<file path="config.mk">
export PLATFORM = sky130hd
export DESIGN_NAME = iob_serpad_scan
export DESIGN_NICKNAME = d
export VERILOG_FILES = /design/src/rtl/iob_serpad_pkg.sv /design/src/rtl/iob_serpad_tick.sv /design/src/rtl/iob_serpad_scan.sv
export SDC_FILE = /design/constraint.sdc
export NUM_CORES = 1
export LEC_CHECK = 0
export CORE_MARGIN = 2
export CORE_UTILIZATION = 36
export DETAILED_ROUTE_END_ITERATION = 7
export GPL_TIMING_DRIVEN = 0
export PLACE_DENSITY_LB_ADDON = 0.05
export SLEW_MARGIN = 30
export SYNTH_ARGS = -nofsm -noshare
export SYNTH_HDL_FRONTEND = slang
export SYNTH_HIERARCHICAL = 1
export SYNTH_SLANG_ARGS = --single-unit
</file>
<file path="constraint.sdc">
create_clock -name clk -period 4 [get_ports clk]
set_input_delay 1 -clock clk [delete_from_list [all_inputs] [get_ports clk]]
set_output_delay 1 -clock clk [all_outputs]
set_load 0.02 [all_outputs]
</file>
<file path="src/rtl/iob_serpad_pkg.sv">
// Shared definitions for the serial game-pad poller: FSM encoding, latch length
// and the channel/bit index helper used for the data and event words.
package iob_serpad_pkg;

    typedef enum logic [2:0] {
        ST_IDLE  = 3'd0,
        ST_LATCH = 3'd1,
        ST_LOW   = 3'd2,
        ST_HIGH  = 3'd3,
        ST_DONE  = 3'd4
    } state_t;

    localparam int unsigned LATCH_TICKS = 2;

    // Flat index of channel c, shifted bit k
    function automatic int unsigned bit_index(input int unsigned c,
                                              input int unsigned k,
                                              input int unsigned n_bits);
        return c * n_bits + k;
    endfunction

endpackage

</file>
<file path="src/rtl/iob_serpad_tick.sv">
// Prescaler producing a one-cycle tick every DIV clocks; clr restarts the period.
module iob_serpad_tick #(
    parameter int unsigned DIV = 250
) (
    input  logic clk,
    input  logic rst,
    input  logic clr,
    output logic tick_c
);

    localparam int unsigned CNT_W = $clog2(DIV);

    logic [CNT_W-1:0] cnt;

    assign tick_c = (cnt == CNT_W'(DIV - 1));

    always_ff @(posedge clk or posedge rst) begin
        if (rst) begin
            cnt <= '0;
        end else if (clr || tick_c) begin
            cnt <= '0;
        end else begin
            cnt <= cnt + CNT_W'(1);
        end
    end

endmodule

</file>
<file path="src/rtl/iob_serpad_scan.sv">
// Polls N_CH serial-shift-register game pads and publishes an atomic button word.
// Define IOB_SERPAD_SCAN_EVT_EN to enable the sticky press-event register.
module iob_serpad_scan
    import iob_serpad_pkg::*;
#(
    parameter int unsigned N_CH      = 2,
    parameter int unsigned N_BITS    = 8,
    parameter int unsigned DIV       = 250,
    parameter int unsigned GAP_TICKS = 100
) (
    input  logic                     clk,
    input  logic                     rst,
    input  logic                     en,
    input  logic                     auto_mode,
    input  logic                     start,
    input  logic [N_CH-1:0]          pad_q,
    output logic                     pad_latch,
    output logic                     pad_clk,
    output logic                     busy,
    output logic                     frame_valid,
    output logic [N_CH*N_BITS-1:0]   data,
    input  logic                     evt_clr,
    output logic [N_CH*N_BITS-1:0]   press_evt
);

    localparam int unsigned W     = N_CH * N_BITS;
    localparam int unsigned SH_W  = $clog2(W);
    localparam int unsigned IDX_W = $clog2(N_BITS);
    localparam int unsigned GAP_W = $clog2(GAP_TICKS + 1);

    state_t           state;
    logic [IDX_W-1:0] idx;
    logic [1:0]       latch_cnt;
    logic [GAP_W-1:0] gap_cnt;
    logic [W-1:0]     shift;
    logic [N_CH-1:0]  q_meta;
    logic [N_CH-1:0]  q_sync;
    logic             tick;
    logic             start_frame;

    // Pad data lines are asynchronous to clk
    always_ff @(posedge clk or posedge rst) begin
        if (rst) begin
            q_meta <= '0;
            q_sync <= '0;
        end else begin
            q_meta <= pad_q;
            q_sync <= q_meta;
        end
    end

    assign start_frame = (state == ST_IDLE) && en &&
                         (auto_mode ? (gap_cnt == GAP_W'(GAP_TICKS)) : start);

    iob_serpad_tick #(
        .DIV (DIV)
    ) u_tick (
        .clk    (clk),
        .rst    (rst),
        .clr    (start_frame),
        .tick_c (tick)
    );

    // Frame sequencer; en low aborts to idle without touching data
    always_ff @(posedge clk or posedge rst) begin
        if (rst) begin
            state       <= ST_IDLE;
            idx         <= '0;
            latch_cnt   <= '0;
            gap_cnt     <= '0;
            shift       <= '0;
            pad_latch   <= 1'b0;
            pad_clk     <= 1'b0;
            busy        <= 1'b0;
            frame_valid <= 1'b0;
            data        <= '0;
        end else begin
            frame_valid <= 1'b0;
            if (!en) begin
                state     <= ST_IDLE;
                pad_latch <= 1'b0;
                pad_clk   <= 1'b0;
                busy      <= 1'b0;
                gap_cnt   <= '0;
            end else begin
                case (state)
                    ST_IDLE: begin
                        if (start_frame) begin
                            state     <= ST_LATCH;
                            latch_cnt <= '0;
                            gap_cnt   <= '0;
                            pad_latch <= 1'b1;
                            busy      <= 1'b1;
                        end else if (tick && gap_cnt != GAP_W'(GAP_TICKS)) begin
                            gap_cnt <= gap_cnt + GAP_W'(1);
                        end
                    end
                    ST_LATCH: begin
                        if (tick) begin
                            if (latch_cnt == 2'(LATCH_TICKS - 1)) begin
                                state     <= ST_LOW;
                                idx       <= '0;
                                pad_latch <= 1'b0;
                            end else begin
                                latch_cnt <= latch_cnt + 2'(1);
                            end
                        end
                    end
                    ST_LOW: begin
                        if (tick) begin
                            for (int unsigned c = 0; c < N_CH; c++) begin
                                shift[SH_W'(bit_index(c, 32'(idx), N_BITS))] <= ~q_sync[c];
                            end
                            if (idx == IDX_W'(N_BITS - 1)) begin
                                state <= ST_DONE;
                            end else begin
                                state   <= ST_HIGH;
                                pad_clk <= 1'b1;
                            end
                        end
                    end
                    ST_HIGH: begin
                        if (tick) begin
                            idx     <= idx + IDX_W'(1);
                            state   <= ST_LOW;
                            pad_clk <= 1'b0;
                        end
                    end
                    ST_DONE: begin
                        data        <= shift;
                        frame_valid <= 1'b1;
                        busy        <= 1'b0;
                        state       <= ST_IDLE;
                    end
                    default: begin
                        state     <= ST_IDLE;
                        pad_latch <= 1'b0;
                        pad_clk   <= 1'b0;
                        busy      <= 1'b0;
                    end
                endcase
            end
        end
    end

`ifdef IOB_SERPAD_SCAN_EVT_EN
    // Sticky 0->1 transitions; a new press in the publishing cycle beats a clear
    always_ff @(posedge clk or posedge rst) begin
        if (rst) begin
            press_evt <= '0;
        end else if (en && state == ST_DONE) begin
            press_evt <= (evt_clr ? '0 : press_evt) | (shift & ~data);
        end else if (evt_clr) begin
            press_evt <= '0;
        end
    end
`else
    logic unused_evt_clr;
    assign unused_evt_clr = evt_clr;
    assign press_evt      = '0;
`endif

endmodule

</file>
Word-level counts from Yosys, hierarchy flattened

Index checks and enable logic that the tools add are counted.

Bits in registers: 63
Output and inout bits: 36
Word-level logic and storage cells: 112

Add/sub/neg operators: 5
Magnitude comparators: 4
Equal/unequal tests: 25
Mux-type cells: 42
Bitwise operators: 2
Reduce and logical (&&, ||, !) cells: 21

Operators by type and width:

| cell                  | count |
|---|---|
| $bwmux W16            | 2 |
| $mux W3               | 10 |
| $mux W7               | 4 |
| $ne A3 B3 Y1 const B  | 5 |
| $reduce_and A5 Y1     | 3 |
| $mux W1               | 14 |
| $ne A2 B2 Y1 const B  | 7 |
| $pmux W3 S4           | 1 |
| $reduce_or A3 Y1      | 3 |
| $add A8 B1 Y8 const B | 1 |
| $eq A8 B8 Y1 const B  | 1 |
| $mux W8               | 1 |
| $reduce_and A4 Y1     | 2 |
| $add A7 B1 Y7 const B | 1 |
| $eq A7 B7 Y1 const B  | 1 |
| $ne A7 B7 Y1 const B  | 1 |
| $eq A3 B2 Y1 const B  | 2 |
| $eq A3 B3 Y1 const B  | 2 |
| $mux W2               | 3 |
| $pmux W1 S3           | 2 |
| $pmux W3 S2           | 1 |
| $reduce_and A2 Y1     | 3 |
| $logic_and A1 B1 Y1   | 5 |
| $lt A3 B5 Y1 const B  | 1 |
| other kinds (20)      | 23 |

Longest topological paths before layout

Gate-level depths: netlist (run 1).

Depth in word-level cells: 6
Depth in mapped cells: 9

Cells and area by module

The synthesis (run 1) kept the hierarchy.

By module, submodules not included:

| module          | instances | cells an instance | area an instance (um2) |
|---|---|---|---|
| iob_serpad_scan | 1         | 226               | 2548.7 |
| iob_serpad_tick | 1         | 42                | 426.7 |

Worst setup path after synthesis (run 1)

Ideal clock, no wire load.

Kind: in2reg
Start: in auto_mode
End: reg gap_cnt[0]
Setup time: 0.156 ns
Data arrival time: 1.976 ns
Data required time: 3.844 ns
Slack: 1.868 ns
Stages on the path: 4
Cell sequence: nand3_1 a2bb2oi_1 o41ai_1 nor2_1

Cells in the longest elaborated chain, start to end: 5
Elaborated cells on any way between the ends: 7
Classes of those cells: eq/ne (1); mux (4); reduce/logical (2)

Ends and longest elaborated chain:

| item                    | line                  | RTL |
|---|---|---|
| from (decl)             | iob_serpad_scan.sv:14 | `input logic auto_mode,` |
| $mux W1 (*)             | iob_serpad_scan.sv:53 | `(auto_mode ? (gap_cnt == GAP_W'(GAP_TICKS)) : start);` |
| $logic_and A1 B1 Y1 (*) | iob_serpad_scan.sv:52 | `assign start_frame = (state == ST_IDLE) && en &&` |
| $mux W7                 | iob_serpad_scan.sv:88 | `if (start_frame) begin` |
| $mux W7                 | iob_serpad_scan.sv:86 | `case (state)` |
| $mux W7                 | iob_serpad_scan.sv:79 | `if (!en) begin` |
| to (signal assigned)    | iob_serpad_scan.sv:95 | `gap_cnt <= gap_cnt + GAP_W'(1);` |
| to (decl)               | iob_serpad_scan.sv:34 | `logic [GAP_W-1:0] gap_cnt;` |

Every way passes the cells marked *; elsewhere a longest branch is shown, timed or not. The select of a mux whose other input is x is not followed.
A chain may end at the register's enable or synchronous reset.

Worst setup path in the final report (run 1)

Start: in en
End: reg shift[4]

Cells in the longest elaborated chain, start to end: 1

Ends and longest elaborated chain:

| item                            | line                   | RTL |
|---|---|---|
| from (decl)                     | iob_serpad_scan.sv:13  | `input logic en,` |
| $reduce_and A3 Y1 (no line)     | -                      |  |
| to (signal, indexed assignment) | iob_serpad_scan.sv:112 | `shift[SH_W'(bit_index(c, 32'(idx), N_BITS))] <= ~q_sync[c];` |
| to (decl)                       | iob_serpad_scan.sv:35  | `logic [W-1:0] shift;` |

No other way between the ends.

==> results_tabular.tex, run 1 <==
\begin{tabular}{lr}
\hline
Metric & Value \\
\hline
\multicolumn{2}{l}{\textbf{Timing}} \\
Total negative setup slack & 0 ps \\
Shortest period the worst path allows & 2550 ps \\
Clock skew after layout & 7.48 ps \\
Worst hold margin & 348 ps \\
Pin slew with the least headroom to its limit & roughly 730 ps \\
Number of failing hold endpoints at the final stage & 0 \\
RSZ-0062 raised after global routing & false \\
Total of endpoints with negative setup slack in the final report & 0 \\
FMAX & 392 MHz \\
Final critical-path share of the clock period & roughly 64\% \\
Final Max Tran Viols & 0 \\
Relative max-transition margin & between 50\% and 60\% \\
\multicolumn{2}{l}{\textbf{Clocking}} \\
Number of clock sinks & between 60 and 70 \\
Resize count post-CTS & 0 \\
Clock tree from TritonCTS & yes \\
Setup Buffers After CTS & 0 \\
Clock network latency to the later pin of the worst-skew pair & 340 ps \\
Number of levels the H-tree was split into & 3 \\
Cell at the root of the clock tree & sky130\_fd\_sc\_hd\_\_clkbuf\_8 \\
Hold-fix buffer count after cts & 0 \\
Clock buffers created by TritonCTS & 9 \\
Clock transition at path regs & about 70 ps \\
Maximum root-to-sink buffer count & 2 \\
\multicolumn{2}{l}{\textbf{Synthesis}} \\
Proportion of netlist area held by the largest area contributor & 53.0\% \\
EDFF count, synth & 0 \\
Most numerous cell in the Yosys netlist & sky130\_fd\_sc\_hd\_\_dfrtp\_1 \\
Cell variety after synth & 49 \\
Post-synth design cell area & 2980 um2 \\
Library cell occupying the most area in the post-synthesis netlist & sky130\_fd\_sc\_hd\_\_dfrtp\_1 \\
Most area-consuming cells after synthesis & sky130\_fd\_sc\_hd\_\_dfrtp\_1, sky130\_fd\_sc\_hd\_\_mux2\_2, sky130\_fd\_sc\_hd\_\_buf\_4 \\
Synth Register Bits & 63 \\
Top\_reg\_cell synth & sky130\_fd\_sc\_hd\_\_dfrtp\_1 \\
Sequential fraction of the synthesis area & 53.0\% \\
Synth warn & 6 \\
Leading cell types by count after synthesis & sky130\_fd\_sc\_hd\_\_dfrtp\_1, sky130\_fd\_sc\_hd\_\_inv\_1, sky130\_fd\_sc\_hd\_\_nor2\_1 \\
Mapped Cells & roughly 270 \\
Avg Synthesized Cell Area & between 10 and 15 um2 \\
Asr flop ratio synth & 100\% \\
\multicolumn{2}{l}{\textbf{Setup path}} \\
Number of cells on the worst reg-to-reg path & 8 \\
Critical path's top delay family & simple AND/OR/NAND/NOR gates \\
Endpoint of the worst-slack reg-to-reg timing path & gap\_cnt[0]\$\_DFFE\_PP0P\_ \\
Worst path required time & 4210 ps \\
Crit path buf inv count & 1 \\
Ordered cell list for the critical path & clkdlybuf4s50\_1, nand4bb\_1, nor3\_1, nand3b\_1, mux2i\_1 \\
Worst R2R Start & u\_tick/cnt[1]\$\_DFF\_PP0\_ \\
Worst-path fanout max & 8 \\
Highest cell delay on the worst timing path & about 640 ps \\
Capturing element type of the critical path & flip-flop \\
Sort of element at the start of the critical path & primary input \\
Data arrival, critical path & 2760 ps \\
Critical path start-end classification & in -> reg \\
Standard cell with the maximum stage delay on the critical path & sky130\_fd\_sc\_hd\_\_clkdlybuf4s50\_1 \\
Internal reg-to-reg setup slack & 1640 ps \\
\multicolumn{2}{l}{\textbf{Place}} \\
Count of placed standard cells including taps & just over 400 \\
Post-detail-place hpwl & 3.94 mm \\
Number of port buffers & 26 \\
Last weighted congestion value of the routability-driven placer & between 0.7 and 0.8 \\
Area of placed instances & 3450 um2 \\
\multicolumn{2}{l}{\textbf{Global routing}} \\
Antenna violations before repair & 0 \\
Remaining global-route overflow & 0 \\
First-pass GRT wire length & 9.53 mm \\
Global-route usage over all layers & 14.0\% \\
Number of global-route vias before repair & between 1500 and 2000 \\
Largest net degree at the start of global routing & 39 \\
\multicolumn{2}{l}{\textbf{Finish}} \\
Relative area change from synthesis to final layout & 22.7\% \\
Area used by multi-input combinational logic & 1230 um2 \\
Number of nets in the final layout & 336 \\
Filler Cells Inserted & 811 \\
Summed area of non-filler cells in the final layout & $\sim$3700 um2 \\
Share of post-route cells with drive strength above 1 & approximately a fifth \\
Total area of sequential cells & 1580 um2 \\
Finished Layout Cells & 430 \\
Diode count & 0 \\
\multicolumn{2}{l}{\textbf{Drt}} \\
Detailed-route wire length & 5.60 mm \\
Via count & 2014 \\
Total iterations of the first detailed-routing run & 4 \\
Number of antenna-violating nets in the routed design & 0 \\
Via density per instance & between 4 and 5 \\
Average routed wire per standard cell & 13.0 um \\
DRT iter0 DRCs & between 80 and 90 \\
Residual DRC & 0 \\
\multicolumn{2}{l}{\textbf{Floorplanning}} \\
Die width & 94.9 um \\
Number of placement rows & 33 \\
Floorplan die area & 9010 um2 \\
Number of top-level pins & 44 \\
Starting Density & 36.8\% \\
Core area & 8090 um2 \\
Die H & 94.9 um \\
\multicolumn{2}{l}{\textbf{Worst hold path}} \\
Worst min path class & reg -> reg \\
End point of the most critical hold path & q\_sync[0]\$\_DFF\_PP0\_ \\
Launch point of the worst hold path & q\_meta[0]\$\_DFF\_PP0\_ \\
Hold Path Depth & 0 \\
\multicolumn{2}{l}{\textbf{Power}} \\
Worst VDD drop & 0.000182 V \\
Pwr/cell area & slightly below 400 nW/um2 \\
Cell leakage power & 0.00179 uW \\
Pwr Total & 1420 uW \\
\multicolumn{2}{l}{\textbf{Status}} \\
Result of the run & finished clean \\
\multicolumn{2}{l}{\textbf{Run}} \\
Max Cap Violations & 0 \\
\hline
\end{tabular}
## worst max-delay path by stage
| stage | cells after the start | start | slack (ps) | to |
|---|---|---|---|---|
| floorplan | 1 | rst | 1660 | busy$_DFFE_PP0P_ |
| global placement | 2 | rst | 440 | frame_valid$_DFF_PP0_ |
| detailed placement | 5 | en | 1100 | data[14]$_DFFE_PP0P_ |
| CTS | 5 | en | 1470 | shift[4]$_DFFE_PP0P_ |
| global route | 5 | en | 1340 | data[2]$_DFFE_PP0P_ |
| finish | 5 | en | 1450 | shift[4]$_DFFE_PP0P_ |
## flip-flops by register name, summed over array words and instances, names as in the netlist
name and count:
u_tick/cnt 8, data 16, q_sync 2, frame_valid 1
busy 1, shift 16, gap_cnt 7, q_meta 2
pad_latch 1, idx 3, state 3, latch_cnt 2
pad_clk 1
## power by group
group	total, uW	switching, uW	leakage [uW]	internal (uW)
Sequential	712	40.9	0.000804	671
Clock	561	243	0.0000985	318
Combinational	147	81.6	0.000890	65.3
Total	1420	366	0.00179	1050
## layer usage
| layer | global-route usage, % | part of all wire, % |
|---|---|---|
| met1 | 19.0 | 49 |
| met4 | 7.25 | 1.3 |
| met2 | 20.3 | 46 |
| met5 | 0 | 0 |
| met3 | 3.83 | 3.6 |
## layout by cell type, fill, tap and decap left out, types with 2 or more instances in the layout
| cell | count |
|---|---|
| sky130_fd_sc_hd__inv_1 | 21 |
| sky130_fd_sc_hd__clkbuf_1 | 5 |
| sky130_fd_sc_hd__buf_2 | 2 |
| sky130_fd_sc_hd__xor2_1 | 7 |
| sky130_fd_sc_hd__o211ai_1 | 3 |
| sky130_fd_sc_hd__xnor2_1 | 2 |
| sky130_fd_sc_hd__dfrtp_1 | 63 |
| sky130_fd_sc_hd__ha_1 | 7 |
| sky130_fd_sc_hd__nand3b_1 | 3 |
| sky130_fd_sc_hd__nand2_1 | 16 |
| sky130_fd_sc_hd__a31oi_1 | 3 |
| sky130_fd_sc_hd__nand4_1 | 5 |
| sky130_fd_sc_hd__nor3_1 | 4 |
| sky130_fd_sc_hd__and3_1 | 3 |
| sky130_fd_sc_hd__nand3_1 | 6 |
| sky130_fd_sc_hd__a31o_2 | 2 |
| sky130_fd_sc_hd__buf_4 | 16 |
| sky130_fd_sc_hd__or3b_1 | 2 |
| sky130_fd_sc_hd__clkbuf_8 | 11 |
| sky130_fd_sc_hd__nor2_1 | 19 |
| sky130_fd_sc_hd__a21oi_1 | 6 |
| sky130_fd_sc_hd__mux2_2 | 16 |
| sky130_fd_sc_hd__nand2b_1 | 2 |
| sky130_fd_sc_hd__a41oi_1 | 2 |
| sky130_fd_sc_hd__o21a_1 | 2 |
| sky130_fd_sc_hd__a21o_1 | 4 |
| sky130_fd_sc_hd__nor4_1 | 2 |
| sky130_fd_sc_hd__a311oi_1 | 2 |
| sky130_fd_sc_hd__o21ai_0 | 12 |
| sky130_fd_sc_hd__conb_1 | 16 |
| sky130_fd_sc_hd__clkdlybuf4s50_1 | 26 |
| sky130_fd_sc_hd__and3_2 | 2 |
| sky130_fd_sc_hd__mux2i_1 | 10 |
## cell type report
class | instances | share of cell area [%]
sequential | 63 | 43.2
multi-input combinational | 175 | 33.7
timing repair buffer | 27 | 7.68
clock buffer | 12 | 4.25
buffer | 23 | 4.08
tap | 105 | 3.60
inverter | 22 | 2.33
clock inverter | 3 | 1.17
## worst register-to-register path: stages (launching register included)
cell and delay [ps]:
sky130_fd_sc_hd__dfrtp_1 440, sky130_fd_sc_hd__inv_1 80, sky130_fd_sc_hd__ha_1 140, sky130_fd_sc_hd__and4b_4 270, sky130_fd_sc_hd__and3_2 230, sky130_fd_sc_hd__nor4b_2 470
sky130_fd_sc_hd__o21ai_0 320, sky130_fd_sc_hd__xnor2_1 220, sky130_fd_sc_hd__nor2_1 60
## cells by family (layout without fill, tap and decap cells)
logic type | count (synthesis) | after routing | share of synthesized area, %
adder cells (fa/ha/maj) | 7 | 7 | 2.94
buffers and inverters | 45 | 87 | 7.78
AND/OR/NAND/NOR | 73 | 73 | 14.1
AO/OA/AOI/OAI | 44 | 44 | 10.0
multiplexers | 26 | 26 | 9.42
XOR/XNOR | 9 | 9 | 2.65
flip-flops | 63 | 63 | 53.0
other | 1 | 16 | 0.126
## metrics by stage
step / setup WS (ps) / util, %
floorplan: 1660 / -
global placement: 438 / 42.3
detailed placement: 1100 / 42.7
CTS: 1470 / 45.1
global route: 1340 / 45.1
finish: 1450 / 45.1
(Power assumes the default switching activity.)
==> inputs of run 2 (changes only) <==
clock period = 2.4 ns   (was 4 ns; I/O delays follow)
==> run 2 against run 1 <==
Worst setup slack worse by 1200 ps. First-iteration DRC count rose by 6.1%. Die area unchanged. Critical path type is now reg -> reg. Critical endpoint is now gap_cnt[0]$_DFFE_PP0P_. Largest power group unchanged.
==> results_tabular.tex, run 2 (synthesis gave the netlist of run 1 again) <==
\begin{tabular}{lr}
\hline
Metric & Value \\
\hline
\multicolumn{2}{l}{\textbf{Floorplanning}} \\
Floorplan die area & 9010 um2 (unchanged) \\
Number of top-level pins & 44 (unchanged) \\
Die H & 94.9 um (unchanged) \\
Number of placement rows & 33 (unchanged) \\
Core area & 8090 um2 (unchanged) \\
Die width & 94.9 um (unchanged) \\
Starting Density & 36.8\% (unchanged) \\
\multicolumn{2}{l}{\textbf{Timing}} \\
RSZ-0062 raised after global routing & false \\
Final critical-path share of the clock period & approximately 91\% \\
Final Max Tran Viols & 0 (unchanged) \\
Relative max-transition margin & 50.3\% (-0.19 points) \\
Number of failing hold endpoints at the final stage & 0 (unchanged) \\
FMAX & approximately 460 MHz \\
Clock skew after layout & 7.50 ps (+0.0251 ps) \\
Pin slew with the least headroom to its limit & 737 ps (+2.88 ps) \\
Shortest period the worst path allows & 2190 ps \\
Total of endpoints with negative setup slack in the final report & 0 (unchanged) \\
\multicolumn{2}{l}{\textbf{Run}} \\
Max Cap Violations & 0 (unchanged) \\
\multicolumn{2}{l}{\textbf{Finish}} \\
Share of post-route cells with drive strength above 1 & 19.4\% (+0.62 points) \\
Fin util & 45.3\% (+0.19 points) \\
Filler Cells Inserted & 807 (-0.49\%) \\
Number of nets in the final layout & 336 (unchanged) \\
Top flop regs & data x16, shift x16, u\_tick/cnt x8 \\
Finished Layout Cells & 430 (unchanged) \\
Most used cells in the layout excluding fill and tap cells & sky130\_fd\_sc\_hd\_\_dfrtp\_1, sky130\_fd\_sc\_hd\_\_clkdlybuf4s50\_1, sky130\_fd\_sc\_hd\_\_inv\_1, sky130\_fd\_sc\_hd\_\_nor2\_1 \\
Most common library cell in the layout ignoring fill and taps & sky130\_fd\_sc\_hd\_\_dfrtp\_1 \\
Diode count & 0 (unchanged) \\
Relative area change from synthesis to final layout & 23.2\% \\
\multicolumn{2}{l}{\textbf{Place}} \\
Last weighted congestion value of the routability-driven placer & 0.798 (unchanged) \\
Count of placed standard cells including taps & 415 (unchanged) \\
Post-detail-place hpwl & 3.94 mm (unchanged) \\
Number of port buffers & 26 (unchanged) \\
\multicolumn{2}{l}{\textbf{Global routing}} \\
Global-route usage over all layers & 14.0\% (unchanged) \\
Largest net degree at the start of global routing & 39 (unchanged) \\
Number of global-route vias before repair & 1941 (unchanged) \\
Antenna violations before repair & 0 (unchanged) \\
Remaining global-route overflow & 0 (unchanged) \\
First-pass GRT wire length & 9.53 mm (unchanged) \\
\multicolumn{2}{l}{\textbf{Setup path}} \\
Number of cells on the worst reg-to-reg path & 8 (unchanged) \\
Critical path start-end classification & reg -> reg \\
Worst R2R Start & u\_tick/cnt[1]\$\_DFF\_PP0\_ \\
Worst path required time & 2600 ps (-1610 ps) \\
Endpoint of the worst-slack reg-to-reg timing path & gap\_cnt[0]\$\_DFFE\_PP0P\_ \\
Sort of element at the start of the critical path & flip-flop \\
Data arrival, critical path & 2380 ps (-380 ps) \\
Internal reg-to-reg setup slack & 210 ps (-1430 ps) \\
Capturing element type of the critical path & flip-flop \\
Worst-path fanout max & 6 (-2) \\
\multicolumn{2}{l}{\textbf{Status}} \\
Result of the run & finished clean \\
\multicolumn{2}{l}{\textbf{Drt}} \\
DRT iter0 DRCs & 87 (+6.1\%) \\
Via count & 2018 (+0.20\%) \\
Average routed wire per standard cell & 13.0 um (-0.27\%) \\
Residual DRC & 0 (unchanged) \\
Number of antenna-violating nets in the routed design & 0 (unchanged) \\
Via density per instance & 4.69 (+0.20\%) \\
Detailed-route wire length & 5.59 mm (-0.27\%) \\
Total iterations of the first detailed-routing run & 4 (unchanged) \\
\multicolumn{2}{l}{\textbf{Clocking}} \\
Number of levels the H-tree was split into & 3 (unchanged) \\
Clock transition at path regs & 70 ps (about the same) \\
Clock tree from TritonCTS & yes \\
Clock network latency to the later pin of the worst-skew pair & 340 ps (about the same) \\
Clock buffers created by TritonCTS & 9 (unchanged) \\
Setup Buffers After CTS & 0 (unchanged) \\
Number of clock sinks & 63 (unchanged) \\
Maximum root-to-sink buffer count & 2 (unchanged) \\
Cell at the root of the clock tree & sky130\_fd\_sc\_hd\_\_clkbuf\_8 \\
\multicolumn{2}{l}{\textbf{Power}} \\
Worst VDD drop & 0.000305 V (+67\%) \\
Pwr/cell area & 646 nW/um2 (+66\%) \\
Cell leakage power & 0.00180 uW (+0.22\%) \\
\multicolumn{2}{l}{\textbf{Worst hold path}} \\
Worst min path class & reg -> reg \\
Hold Path Depth & 0 (unchanged) \\
Launch point of the worst hold path & q\_meta[0]\$\_DFF\_PP0\_ \\
End point of the most critical hold path & q\_sync[0]\$\_DFF\_PP0\_ \\
\hline
\end{tabular}
==> run 2: final cells by class <==
class | count | area, um2 | area share, %
timing repair buffer | 27 | 280 | 7.65
sequential | 63 | 1580 | 43.0
tap | 105 | 131 | 3.58
multi-input combinational | 175 | 1240 | 34.0
clock buffer | 12 | 155 | 4.23
inverter | 22 | 85.1 | 2.32
clock inverter | 3 | 42.5 | 1.16
buffer | 23 | 150 | 4.10
==> run 2: how the worst max path moves through the flow <==
stage	end	startpoint	depth (start not counted)	slack (ps)
after floorplan	gap_cnt[1]$_DFFE_PP0P_	u_tick/cnt[1]$_DFF_PP0_	8	390
after global placement	frame_valid$_DFF_PP0_	rst	2	-760
after detailed placement	data[14]$_DFFE_PP0P_	en	5	-100
after CTS	gap_cnt[0]$_DFFE_PP0P_	u_tick/cnt[1]$_DFF_PP0_	8	20
after global routing	shift[14]$_DFFE_PP0P_	u_tick/cnt[0]$_DFF_PP0_	7	30
final	gap_cnt[0]$_DFFE_PP0P_	u_tick/cnt[1]$_DFF_PP0_	8	210
==> run 2: worst max-delay path, cell delays in order, from the launching register on <==
cell and delay [ps]:
sky130_fd_sc_hd__dfrtp_1 440, sky130_fd_sc_hd__inv_1 80, sky130_fd_sc_hd__ha_1 140, sky130_fd_sc_hd__and4b_4 270, sky130_fd_sc_hd__and3_2 230, sky130_fd_sc_hd__nor4b_4 350, sky130_fd_sc_hd__o21ai_0 270, sky130_fd_sc_hd__xnor2_1 210
sky130_fd_sc_hd__nor2_1 60
==> run 2: stage by stage <==
step	hold WS, ps	setup WS (ps)	setup TNS [ps]	cell area (um2)	power [uW]
final	348	215	0	3670	2370
after global placement	334	-762	-44830	3420	1440
after CTS	351	24.5	0	3650	2400
after global routing	360	29.0	0	3670	2490
after floorplan	331	391	0	3030	1380
after detailed placement	336	-95.5	-1470	3450	1450
==> run 2: where the power goes <==
| part | leakage [uW] | switching [uW] | internal, uW | total, uW |
|---|---|---|---|---|
| Sequential | 0.000804 | 69.3 | 1120 | 1190 |
| Clock | 0.0000985 | 406 | 529 | 936 |
| Combinational | 0.000894 | 136 | 109 | 245 |
==> run 2: repair_timing <==
action,in CTS,in global routing
hold endpoints to repair,0,0
setup endpoints to repair,0,8
hold buffers,0,0
gates resized for setup,0,4
==> run 2: metal layers <==
layer / up-vias / global-route usage [%] / routed length, um
li1: 1014 / - / -
met1: 961 / 19.0 / 2710
met3: 8 / 3.83 / 213
met4: 0 / 7.25 / 115
met5: - / 0 / 0
met2: 35 / 20.3 / 2550
